### src/rtl/spi_calc_unit.sv
`default_nettype none
// ============================================================================
// spi_calc_unit : iterative 8-bit saturating multiplier / optional divider fed by SPI rx
// Build option: define CALC_DIV_EN to compile in the restoring divider.   Rev 1.0
// ============================================================================
module spi_calc_unit #(
    parameter int SYNC_STAGES = 2
) (
    input  logic       clk,
    input  logic       rst,
    input  logic [7:0] rx_x,
    input  logic [7:0] rx_y,
    input  logic       rx_valid,
    input  logic       op_div,
    output logic [7:0] tx_data,
    output logic       busy,
    output logic       done,
    output logic       ovf,
    output logic       dz,
    output logic       overrun
);

    typedef enum logic [1:0] {
        IDLE = 2'd0,
        LOAD = 2'd1,
        ITER = 2'd2,
        DONE = 2'd3
    } state_t;

    state_t            state;
    state_t            state_next;
    logic [SYNC_STAGES-1:0] sync_ff;
    logic              sync_prev;
    logic              start;
    logic [2:0]        iter_cnt;
    logic [15:0]       acc;
    logic [15:0]       mcand;
    logic [7:0]        opb;
    logic [15:0]       acc_step;
    logic              last_iter;
    logic [7:0]        res_data;
    logic              res_ovf;
    logic              res_dz;

    always_ff @(posedge clk or posedge rst) begin
        if (rst) begin
            sync_ff   <= '0;
            sync_prev <= 1'b0;
        end else begin
            sync_ff   <= {sync_ff[SYNC_STAGES-2:0], rx_valid};
            sync_prev <= sync_ff[SYNC_STAGES-1];
        end
    end

    assign start   = sync_ff[SYNC_STAGES-1] & ~sync_prev;
    assign busy    = (state != IDLE);
    assign done    = (state == DONE);
    assign overrun = start & busy;

    always_ff @(posedge clk or posedge rst) begin
        if (rst) state <= IDLE;
        else     state <= state_next;
    end

    always_comb begin
        state_next = state;
        case (state)
            IDLE: if (start) state_next = LOAD;
            LOAD: state_next = ITER;
            ITER: if (iter_cnt == 3'd7) state_next = DONE;
            DONE: state_next = IDLE;
            default: state_next = IDLE;
        endcase
    end

    assign last_iter = (state == ITER) && (iter_cnt == 3'd7);
    assign acc_step  = acc + (opb[0] ? mcand : 16'd0);

`ifdef CALC_DIV_EN
    logic       op_div_r;
    logic [7:0] divisor;
    logic [7:0] rem;
    logic [8:0] rem_shift;
    logic [7:0] rem_diff;
    logic       q_bit;

    // opb doubles as dividend (consumed from the MSB) and quotient (filled from the LSB)
    assign rem_shift = {rem, opb[7]};
    assign q_bit     = (rem_shift >= {1'b0, divisor});
    assign rem_diff  = rem_shift[7:0] - divisor;
`else
    logic unused_op_div;
    assign unused_op_div = op_div;
`endif

    always_comb begin
        res_ovf  = |acc_step[15:8];
        res_data = res_ovf ? 8'hFF : acc_step[7:0];
        res_dz   = 1'b0;
`ifdef CALC_DIV_EN
        if (op_div_r) begin
            res_ovf  = 1'b0;
            res_dz   = (divisor == 8'd0);
            res_data = res_dz ? 8'hFF : {opb[6:0], q_bit};
        end
`endif
    end

    // Results are registered on the ITER->DONE edge so they appear together with done.
    always_ff @(posedge clk or posedge rst) begin
        if (rst) begin
            iter_cnt <= 3'd0;
            acc      <= 16'd0;
            mcand    <= 16'd0;
            opb      <= 8'd0;
            tx_data  <= 8'd0;
            ovf      <= 1'b0;
            dz       <= 1'b0;
`ifdef CALC_DIV_EN
            op_div_r <= 1'b0;
            divisor  <= 8'd0;
            rem      <= 8'd0;
`endif
        end else begin
            if (state == LOAD) begin
                iter_cnt <= 3'd0;
                acc      <= 16'd0;
                mcand    <= {8'd0, rx_x};
`ifdef CALC_DIV_EN
                op_div_r <= op_div;
                divisor  <= rx_y;
                rem      <= 8'd0;
                opb      <= op_div ? rx_x : rx_y;
`else
                opb      <= rx_y;
`endif
            end else if (state == ITER) begin
                iter_cnt <= iter_cnt + 3'd1;
`ifdef CALC_DIV_EN
                if (op_div_r) begin
                    opb <= {opb[6:0], q_bit};
                    rem <= q_bit ? rem_diff : rem_shift[7:0];
                end else
`endif
                begin
                    acc   <= acc_step;
                    mcand <= {mcand[14:0], 1'b0};
                    opb   <= {1'b0, opb[7:1]};
                end
                if (last_iter) begin
                    tx_data <= res_data;
                    ovf     <= res_ovf;
                    dz      <= res_dz;
                end
            end
        end
    end

endmodule
`default_nettype wire
### config.mk
export PLATFORM = sky130hd
export DESIGN_NAME = spi_calc_unit
export DESIGN_NICKNAME = d
export VERILOG_FILES = /design/src/rtl/spi_calc_unit.sv
export SDC_FILE = /design/constraint.sdc
export NUM_CORES = 1
export LEC_CHECK = 0
export ABC_AREA = 1
export BUFFER_PORTS_ARGS = -buffer_cell sky130_fd_sc_hd__buf_2
export CAP_MARGIN = 20
export CORE_MARGIN = 2
export CORE_UTILIZATION = 45
export DETAILED_ROUTE_END_ITERATION = 8
export PLACE_DENSITY = 0.61
export SETUP_SLACK_MARGIN = 0.02
export SLEW_MARGIN = 10
export SYNTH_ARGS = -nofsm -noshare
export SYNTH_HDL_FRONTEND = slang
export SYNTH_SLANG_ARGS = --single-unit
### constraint.sdc
create_clock -name clk -period 4.6 [get_ports clk]
set_input_delay 0.69 -clock clk [delete_from_list [all_inputs] [get_ports clk]]
set_output_delay 0.69 -clock clk [all_outputs]
set_load 0.01 [all_outputs]
==> metrics.md, run 1 <==
| Metric | Value |
|---|---|
| Initial antenna violation count | `0` |
| CTS Sinks | `57` |
| Crit-path max FO | `17` |
| CTS clk-pin slew, worst paths | `0.08 ns` |
| Minimum clock period | `2.68 ns` |
| CP most frequent cell | `nand2_1` |
| Startpoint types | `flip-flop` |
| Syn avg cell area | `7.47 µm²` |
| Die X | `90.9 µm` |
| Number of distinct library cells after synthesis | `34` |
| Total congestion overflow | `0` |
| CTS tree | `done` |
| Status | `completed` |
| Gates resized, CTS repair | `0` |
| Largest net degree at the start of global routing | `58` |
| CTS H-tree depth | `3` |
| Hold_buf cts | `0` |
| Final setup violation count | `0` |
| Top FF cell, synth | `dfrtp_1` |
| Peak Freq | `373 MHz` |
| Fillers | `735` |
| Net Count, Synth | `497` |
| Clock root cell | `clkbuf_8` |
| Die area | `8260 µm²` |
| Yosys top cell by area | `dfrtp_1` |
| Starting Density | `0.466` |
| Post-placement cell count | `572` |
| Routed WL | `7150 µm` |
| Layout net count | `526` |
| RSZ-0062 raised after global routing | `no` |
| Combinational Power Share | `0.458` |
| Final worst path period share | `0.582` |
| Post-CTS Setup Inserts | `0` |
| First-iteration detailed-routing DRC count | `131` |
| Kind of end point of the critical path | `flip-flop` |
| Max stage delay on crit path | `0.57 ns` |
| Skew-Pair Late Insertion Delay | `0.34 ns` |
| Worst Clk Skew | `0.0125 ns` |
| Synth async-reset ratio | `1.00` |
| Sequential fraction of the synthesis area | `0.420` |
| P_leak | `2.24 nW` |
| GP Congestion | `0.844` |
| Syn Inst Count | `455` |
| CP Class | `reg2reg` |
| Ant. Diodes | `0` |
| Area added between synthesis and finish | `12.9%` |
| Global-route wire length before repair | `12400 µm` |
| Power Density | `621 nW/µm²` |
| P_sw | `1.07 mW` |
| Die height | `90.9 µm` |
| Std-Cell Rows | `31` |
| Hold WC Path Type | `reg2reg` |
| Final non-filler cell total | `588` |
| Synth top area share | `0.420` |
| Post-Syn Area | `3400 µm²` |
| Clock Power Share | `0.205` |
| WL/cell | `12.2 µm` |
| Dpl hpwl | `5080 µm` |
| CP Data Required Time | `4.83 ns` |
| Post-synth EDFFs | `0` |
| Max clock buf depth | `2` |
| Core ar. | `7290 µm²` |
| Crit-path slowest cell | `dfrtp_1` |
| Final-report max-slew violation count | `0` |
| Port Buffer Count | `30` |
| P_int | `1.31 mW` |
| Synth top area cells | `dfrtp_1, nand2_1, inv_1, ha_1, nand3_1` |
| Share of cells above drive strength 1 | `0.127` |
| IO Pins | `33` |
| Max Cap Viol | `0` |
| Final Hold Violating Endpoints | `0` |
| CP delay by family, top | `simple AND/OR/NAND/NOR gates` |
| #FFs+latches synth | `57` |
| Routed via count | `2822` |
| Net Sw Frac | `0.451` |
| Drt pass-1 iters | `4` |
| Vias in the first global route | `2811` |
| Maximum vdd drop | `0.420 mV` |
| Total Neg Setup Slack | `0 ns` |
| Worst slew pin tran | `0.726 ns` |
| Synth Warn # | `0` |
| Sequential power share | `0.337` |
| DR vias/cell | `4.80` |
| Crit path buf inv count | `1` |
| CP arrival | `2.91 ns` |
| Remaining DRCs | `0` |
| Total track usage | `0.188` |
| Slew HR | `0.516` |
| Crit path cell chain | `nand2_1 -> inv_1 -> ha_1 -> fa_1 -> nand2_1 -> nand2_1 -> nand3b_1 -> nand2_1 -> nand2_1 -> nand3b_1 -> nand2_1 -> nand2_1 -> nor2_1 -> nand2_1 -> nand2_4 -> nand2_1` |
| ANT nets after route | `0` |
| Cts bufs inserted | `9` |
[final timing paths]
kind,start,to,slack (ns),cells past startpoint
max in group asynchronous,rst,mcand[15],3.57,3
worst min register to register,sync_ff[0],sync_ff[1],0.36,0
worst max-delay path,opb[0],ovf,1.92,16
worst max register to register,opb[0],ovf,1.92,16
min in group asynchronous,rst,sync_ff[1],0.55,3
worst min-delay path,sync_ff[0],sync_ff[1],0.36,0
[power groups by stage]
stage | registers (mW) | logic (mW) | clock network (mW)
after floorplan | 0.793 | 0.824 | 0
after global placement | 0.806 | 1.07 | 0
after detailed placement | 0.814 | 1.10 | 0
after CTS | 0.805 | 1.10 | 0.495
after global routing | 0.830 | 1.24 | 0.526
final | 0.803 | 1.09 | 0.489
[stage by stage]
stage	instance area (µm²)	power, mW	hold slack, ns	setup slack (ns)	util
after global routing	3840	2.59	0.374	1.64	0.526
final	3840	2.38	0.355	1.92	0.526
after floorplan	3400	1.62	0.331	2.44	-
after detailed placement	3630	1.92	0.340	1.91	0.498
after global placement	3630	1.88	0.334	1.95	0.498
after CTS	3840	2.40	0.358	1.90	0.526
[per-layer routing]
layer  share of wire  global-route usage  routed length [µm]  vias up
li1                -                   -                   -     1478
met5               0                   0                   0        -
met4           0.016              0.0758                 114        0
met2            0.45               0.294                3190       52
met3           0.041              0.0384                 294       10
met1            0.50               0.257                3560     1282
[state kept, by name, indices dropped and copies added, names as in the netlist]
register,count
sync_prev,1
iter_cnt,3
ovf,1
mcand,16
sync_ff,2
state,2
acc,16
opb,8
tx_data,8
[cell usage after synthesis (4+ instances only)]
master / n
o22ai_1: 7
a21oi_1: 8
clkbuf_1: 11
nand2_1: 147
ha_1: 21
inv_1: 86
nand3b_1: 4
o221ai_1: 7
o21ai_0: 26
nor2_1: 11
dfrtp_1: 57
xor2_1: 6
nand3_1: 31
[kinds of logic after synthesis]
logic type,count (synthesis),share of synthesized area
AND/OR/NAND/NOR,206,0.257
buffers and inverters,104,0.117
AO/OA/AOI/OAI,57,0.101
flip-flops,57,0.420
adder cells (fa/ha/maj),22,0.0832
XOR/XNOR,7,0.0180
other,1,0.00110
multiplexers,1,0.00295
[placed cells by master, fill, tap and decap left out, drive strengths merged, types with 2 or more instances in the layout]
cell / netlist / layout
a21oi: 9 / 9
a22o: 3 / 3
buf: 5 / 34
clkbuf: 11 / 9
clkinvlp: 0 / 3
dfrtp: 57 / 57
ha: 21 / 21
inv: 88 / 90
nand2: 151 / 151
nand3: 31 / 31
nand3b: 4 / 4
nand4: 2 / 2
nor2: 12 / 12
nor3: 5 / 5
o21ai: 28 / 28
o221ai: 7 / 7
o22ai: 7 / 7
xor2: 6 / 6
[final cells by class]
cell class,count,area [µm²],area share
well taps,99,124,0.0323
clock buffers,9,124,0.0323
clock inverters,7,78.8,0.0205
flip-flops and latches,57,1430,0.372
multi-input cells,294,1570,0.410
repair buffers,34,180,0.0470
inverters,88,330,0.0861
Note: power is estimated with default switching activity, not from simulation.
==> inputs of run 2 (changes only) <==
Settings changed: ABC_AREA 1 to 0, PLACE_DENSITY 0.61 to 0.64.
Clock period 4.6 ns to 2.2 ns, I/O delays scaled along.
==> metrics.md, run 2 <==
| Metric | Value |
|---|---|
| Status | `finished with violations` |
| Failing checks | `setup timing` |
| Post-Synth Adder-Cell Area | `0.0878` |
| Peak Freq | `347 MHz` |
| Layout net count | `459` |
| DR vias/cell | `5.44` |
| ANT nets after route | `0` |
| Total congestion overflow | `0` |
| Core ar. | `6870 µm²` |
| #FFs+latches synth | `57` |
| GP Congestion | `0.830` |
| Share of cells above drive strength 1 | `0.453` |
| Setup crit start | `opb[0]` |
| Post-Route Utilization | `0.692` |
| Most frequent cells after synthesis | `dfrtp_1, nor2_1, a21oi_1` |
| Count leader, synth | `dfrtp_1` |
| Net Count, Synth | `358` |
| Die height | `88.6 µm` |
| Syn avg cell area | `10.2 µm²` |
| Starting Density | `0.469` |
| Port Buffer Count | `30` |
| Startpoint types | `flip-flop` |
| Minimum clock period | `2.88 ns` |
| Die X | `88.6 µm` |
| Max Cap Viol | `0` |
| Std-Cell Rows | `30` |
| Final setup violation count | `17` |
| Met2 Use GR | `0.354` |
| Global routing's busiest layer | `met2` |
| Remaining DRCs | `0` |
| Met3 GRT Util | `0.0522` |
| Total Neg Setup Slack | `-7.32 ns` |
| CTS Sinks | `57` |
| CTS clk-pin slew, worst paths | `0.07 ns` |
| Slew HR | `0.425` |
| Top FF cell, synth | `dfrtp_1` |
| Worst Clk Skew | `0.0101 ns` |
| Synth async-reset ratio | `1.00` |
| Hold WC Path Type | `in2async` |
| Syn Inst Count | `316` |
| Initial antenna violation count | `0` |
| IO Pins | `33` |
| Synth top area cells | `dfrtp_1, ha_1, mux2i_1, a21oi_1, nor2_1` |
| Hold_buf cts | `0` |
| CTS H-tree depth | `3` |
| Number of distinct library cells after synthesis | `53` |
| Placed Area | `3990 µm²` |
| Skew-Pair Late Insertion Delay | `0.35 ns` |
| Final worst path period share | `1.31` |
| Drt pass-1 iters | `4` |
| Total track usage | `0.226` |
| Kind of end point of the critical path | `flip-flop` |
| Crit-path max FO | `5` |
| Global-route wire length before repair | `13400 µm` |
| RSZ-0062 raised after global routing | `yes` |
| Synth Warn # | `0` |
| Post-route design area | `4750 µm²` |
| Most frequent cells in the layout | `buf_4, dfrtp_1, nor2_1, buf_2, a21oi_1` |
| Max clock buf depth | `2` |
| Dpl hpwl | `5540 µm` |
| Final worst setup slack | `-0.684 ns` |
| CP Data Required Time | `2.40 ns` |
| Post-Syn Area | `3220 µm²` |
| Cts bufs inserted | `9` |
| CP arrival | `3.09 ns` |
| Post-synthesis xor/xnor area fraction | `0.0323` |
| Area added between synthesis and finish | `47.7%` |
| Routed via count | `2820` |
| Combinational family with the most area after synthesis | `compound AO/OA/AOI/OAI gates` |
| Ant. Diodes | `0` |
| Synth top area share | `0.443` |
| Die area | `7850 µm²` |
| Post-Place Worst Slack | `-0.675 ns` |
| Synth Area in Compound Gates | `0.200` |
| CP Class | `reg2reg` |
| Vias in the first global route | `2852` |
| Met1 track demand over resource | `0.293` |
| Worst slew pin tran | `0.859 ns` |
| Final Hold Violating Endpoints | `0` |
| Biggest regs | `acc: 16 flops, mcand: 16 flops` |
| CTS tree | `done` |
| Largest net degree at the start of global routing | `40` |
| Routed WL | `8620 µm` |
| Sequential fraction of the synthesis area | `0.443` |
| Yosys top cell by area | `dfrtp_1` |
| Post-Synth Simple-Gate Area | `0.147` |
| Clock root cell | `clkbuf_8` |
| WL/cell | `16.6 µm` |
| Final-report max-slew violation count | `0` |
| R2r startpoint | `opb[0]` |
| Post-synth EDFFs | `0` |
| Most common cell after layout, fill and taps aside | `buf_4` |
| Post-synthesis mux area share | `0.0501` |
| First-iteration detailed-routing DRC count | `131` |
==> run 2: cell count changes after synthesis, moves of 8 or more <==
cell	before	now
a21oi_1	8	24
a22o_1	3	12
a41oi_1	0	8
and2_1	0	16
inv_1	86	12
mux2i_1	1	15
nand2_1	147	16
nand3_1	31	7
nor2_1	11	32
o21ai_0	26	4
o2bb2ai_1	0	13
==> run 2: what timing repair did <==
action | CTS | global route
setup buffers | 11 | 7
pin swaps | 18 | 18
cloned | 2 | 0
resized for setup | 43 | 32
endpoints found under the setup margin | 18 | 19
==> run 2: metrics by stage <==
| stage | cells | hold WS (ns) |
|---|---|---|
| after floorplan | 316 | 0.331 |
| after global placement | 488 | 0.332 |
| after detailed placement | 488 | 0.336 |
| after CTS | 515 | 0.0459 |
| after global routing | 518 | 0.0669 |
| final | 518 | 0.0318 |
==> run 2: kinds of logic after synthesis <==
logic type      Yosys count
simple gates             93
buf+inv                  29
xor+xnor                 11
compound gates           87
fa+ha+maj                22
other cells               1
mux                      16
flops                    57
==> run 2: area by class of cell <==
cell class,count,area [µm²]
timing repair buffer,105,752
multi-input combinational,231,2210
sequential,57,1430
tap,96,120
clock inverter,5,55.1
clock buffer,11,141
inverter,13,48.8
fill,517,2110
==> run 2: per-layer routing <==
metal  vias up  part of all wire
li1       1350                 -
met1      1378              0.44
met2        70              0.49
met3        22             0.038
met4         0             0.025
met5         -                 0
==> run 2: worst max-delay path: stages, from the launching register on <==
cell and delay [ns]:
dfrtp_1 0.40, buf_6 0.14, and2_4 0.14, ha_4 0.29
a21oi_4 0.06, nand4b_1 0.32, buf_4 0.25, a21oi_4 0.16
o21a_1 0.16, o211ai_1 0.16, nor4bb_4 0.34, buf_4 0.20
a41oi_1 0.12
==> run 2: path summary, 6_finish.rpt <==
| kind | endpoint | slack, ns | cells past startpoint |
|---|---|---|---|
| hold reg to reg | sync_ff[1] | 0.35 | 0 |
| hold / removal | opb[7] | 0.03 | 2 |
| min in group clk | sync_ff[0] | 0.09 | 1 |
| max in group asynchronous | acc[8] | 1.59 | 3 |
| setup / recovery | tx_data[2] | -0.68 | 12 |
| setup reg to reg | tx_data[2] | -0.68 | 12 |
Power of run 2 is not shown: default switching activity piles up to over one toggle a cycle in this logic, so the estimate is an artifact.
==> inputs of run 3 (changes only) <==
Settings changed: CORE_UTILIZATION 45 to 53, PLACE_DENSITY 0.64 to 0.74.
==> metrics.md, run 3 (synthesis gave the netlist of run 2 again) <==
| Metric | Value |
|---|---|
| CP delay by family, top | `simple AND/OR/NAND/NOR gates` |
| Final worst setup slack | `-0.806 ns` |
| Ant. Diodes | `0` |
| Kind of end point of the critical path | `flip-flop` |
| Worst Clk Skew | `0.0151 ns` |
| First-iteration detailed-routing DRC count | `209` |
| Met2 wire length | `5290 µm` |
| CP arrival | `3.22 ns` |
| DR vias/cell | `6.16` |
| Status | `finished with violations` |
| Failing checks | `setup timing` |
| Crit-path max FO | `4` |
| Routed via count | `3104` |
| Post-route met1 wirelength | `4000 µm` |
| Hold depth | `1` |
| CTS clk-pin slew, worst paths | `0.07 ns` |
| Layout net count | `467` |
| Stages on the worst setup path | `11` |
| Final worst path period share | `1.37` |
| Post-route design area | `4720 µm²` |
| Drt pass-1 iters | `6` |
| Max Cap Viol | `0` |
| Skew-Pair Late Insertion Delay | `0.36 ns` |
| Total congestion overflow | `0` |
| CP Data Required Time | `2.41 ns` |
| Dpl hpwl | `5350 µm` |
| Routed WL | `10600 µm` |
| Die X | `81.9 µm` |
| Most frequent cells in the layout | `buf_4, dfrtp_1, buf_2` |
| Vias in the first global route | `3020` |
| Crit-path slowest cell | `dfrtp_1` |
| Port Buffer Count | `30` |
| Hold WC Path Type | `in2reg` |
| CP most frequent cell | `a21oi_2` |
| Largest net degree at the start of global routing | `40` |
| Max stage delay on crit path | `0.40 ns` |
| Biggest regs | `acc: 16 flops, mcand: 16 flops` |
| Minimum clock period | `3.01 ns` |
| ANT nets after route | `0` |
| WL met3 | `589 µm` |
| Final Hold Violating Endpoints | `0` |
| Starting Density | `0.547` |
| Final non-filler cell total | `504` |
| Crit path buf inv count | `2` |
| Worst slew pin tran | `0.858 ns` |
| Startpoint types | `flip-flop` |
| R2r startpoint | `opb[0]` |
| Setup crit start | `opb[0]` |
| Placed Area | `3930 µm²` |
| Initial antenna violation count | `0` |
| Top Metal Used | `met4` |
| Die height | `81.9 µm` |
| Reg2Reg Setup Slack | `-0.81 ns` |
| IO Pins | `33` |
| Share of cells above drive strength 1 | `0.443` |
| Peak Freq | `333 MHz` |
| Crit path cell chain | `buf_6 -> and2_4 -> ha_4 -> a21oi_2 -> nand4b_1 -> a21oi_2 -> nand3b_1 -> o211ai_1 -> nor4bb_4 -> buf_2 -> a41oi_1` |
| Cts bufs inserted | `9` |
| Most common cell after layout, fill and taps aside | `buf_4` |
| Clock root cell | `clkbuf_8` |
| WL/cell | `21.1 µm` |
| Final setup violation count | `19` |
| CTS tree | `done` |
| CTS H-tree depth | `3` |
| Remaining DRCs | `0` |
| Final-report max-slew violation count | `0` |
| Global-route wire length before repair | `14100 µm` |
| Core ar. | `5890 µm²` |
| Reg2Reg Depth | `11` |
| CP Class | `reg2reg` |
| Die area | `6710 µm²` |
| Critical Path Sink | `tx_data[6]` |
| Area added between synthesis and finish | `46.8%` |
| Post-placement cell count | `465` |
| Total track usage | `0.282` |
| Worst r2r dst | `tx_data[6]` |
| Hold WS | `0.0911 ns` |
| GP Congestion | `0.864` |
| Slew HR | `0.426` |
| CTS Sinks | `57` |
| Max clock buf depth | `2` |
| RSZ-0062 raised after global routing | `yes` |
| Std-Cell Rows | `28` |
[run 3: worst min path at each step]
| stage | start | to | slack [ns] |
|---|---|---|---|
| 4_1_cts | rx_valid | sync_ff[0] | 0.08 |
| 3_5_place_dp | rst | sync_ff[0] | 0.21 |
| 5_1_grt | rx_valid | sync_ff[0] | 0.09 |
| 6_report | rx_valid | sync_ff[0] | 0.09 |
| 2_1_floorplan | sync_ff[0] | sync_ff[1] | 0.33 |
| 3_3_place_gp | rst | sync_ff[0] | 0.21 |
[run 3: cell type report]
cell class                      count  area (µm²)
Clock inverter                      2        35.0
Inverter                           13        48.8
Fill cell                         338        1160
Sequential cell                    57        1430
Timing Repair Buffer              114         821
Multi-Input combinational cell    230        2120
Tap cell                           75        93.8
Clock buffer                       13         179
[run 3: what timing repair did]
action,in CTS,in global routing
pin swaps,22,15
hold endpoints to repair,4,0
resized for setup,32,26
buffers inserted,20,6
gates cloned,2,0
hold buffers,1,0
endpoints found under the setup margin,16,20
[run 3: metal layers]
metal / vias to the layer above / global-route usage
li1: 1363 / -
met4: 0 / 0.165
met3: 73 / 0.0538
met5: - / 0
met1: 1493 / 0.331
met2: 175 / 0.480
[run 3: worst reg2reg max path, cell delays in order (launching register included)]
cell      delay [ns]
dfrtp_1         0.40
buf_6           0.14
and2_4          0.14
ha_4            0.27
a21oi_2         0.07
nand4b_1        0.34
a21oi_2         0.37
nand3b_1        0.20
o211ai_1        0.21
nor4bb_4        0.40
buf_2           0.22
a41oi_1         0.13
[run 3: through the flow]
| stage | setup TNS (ns) | util | setup WS [ns] |
|---|---|---|---|
| final | -9.82 | 0.803 | -0.806 |
| after CTS | -6.18 | 0.770 | -0.529 |
| after global placement | -6.15 | 0.668 | -0.569 |
| after floorplan | -3.45 | - | -0.355 |
| after global routing | -11.10 | 0.803 | -0.875 |
| after detailed placement | -7.13 | 0.668 | -0.666 |
Power of run 3 is left out for the same reason.
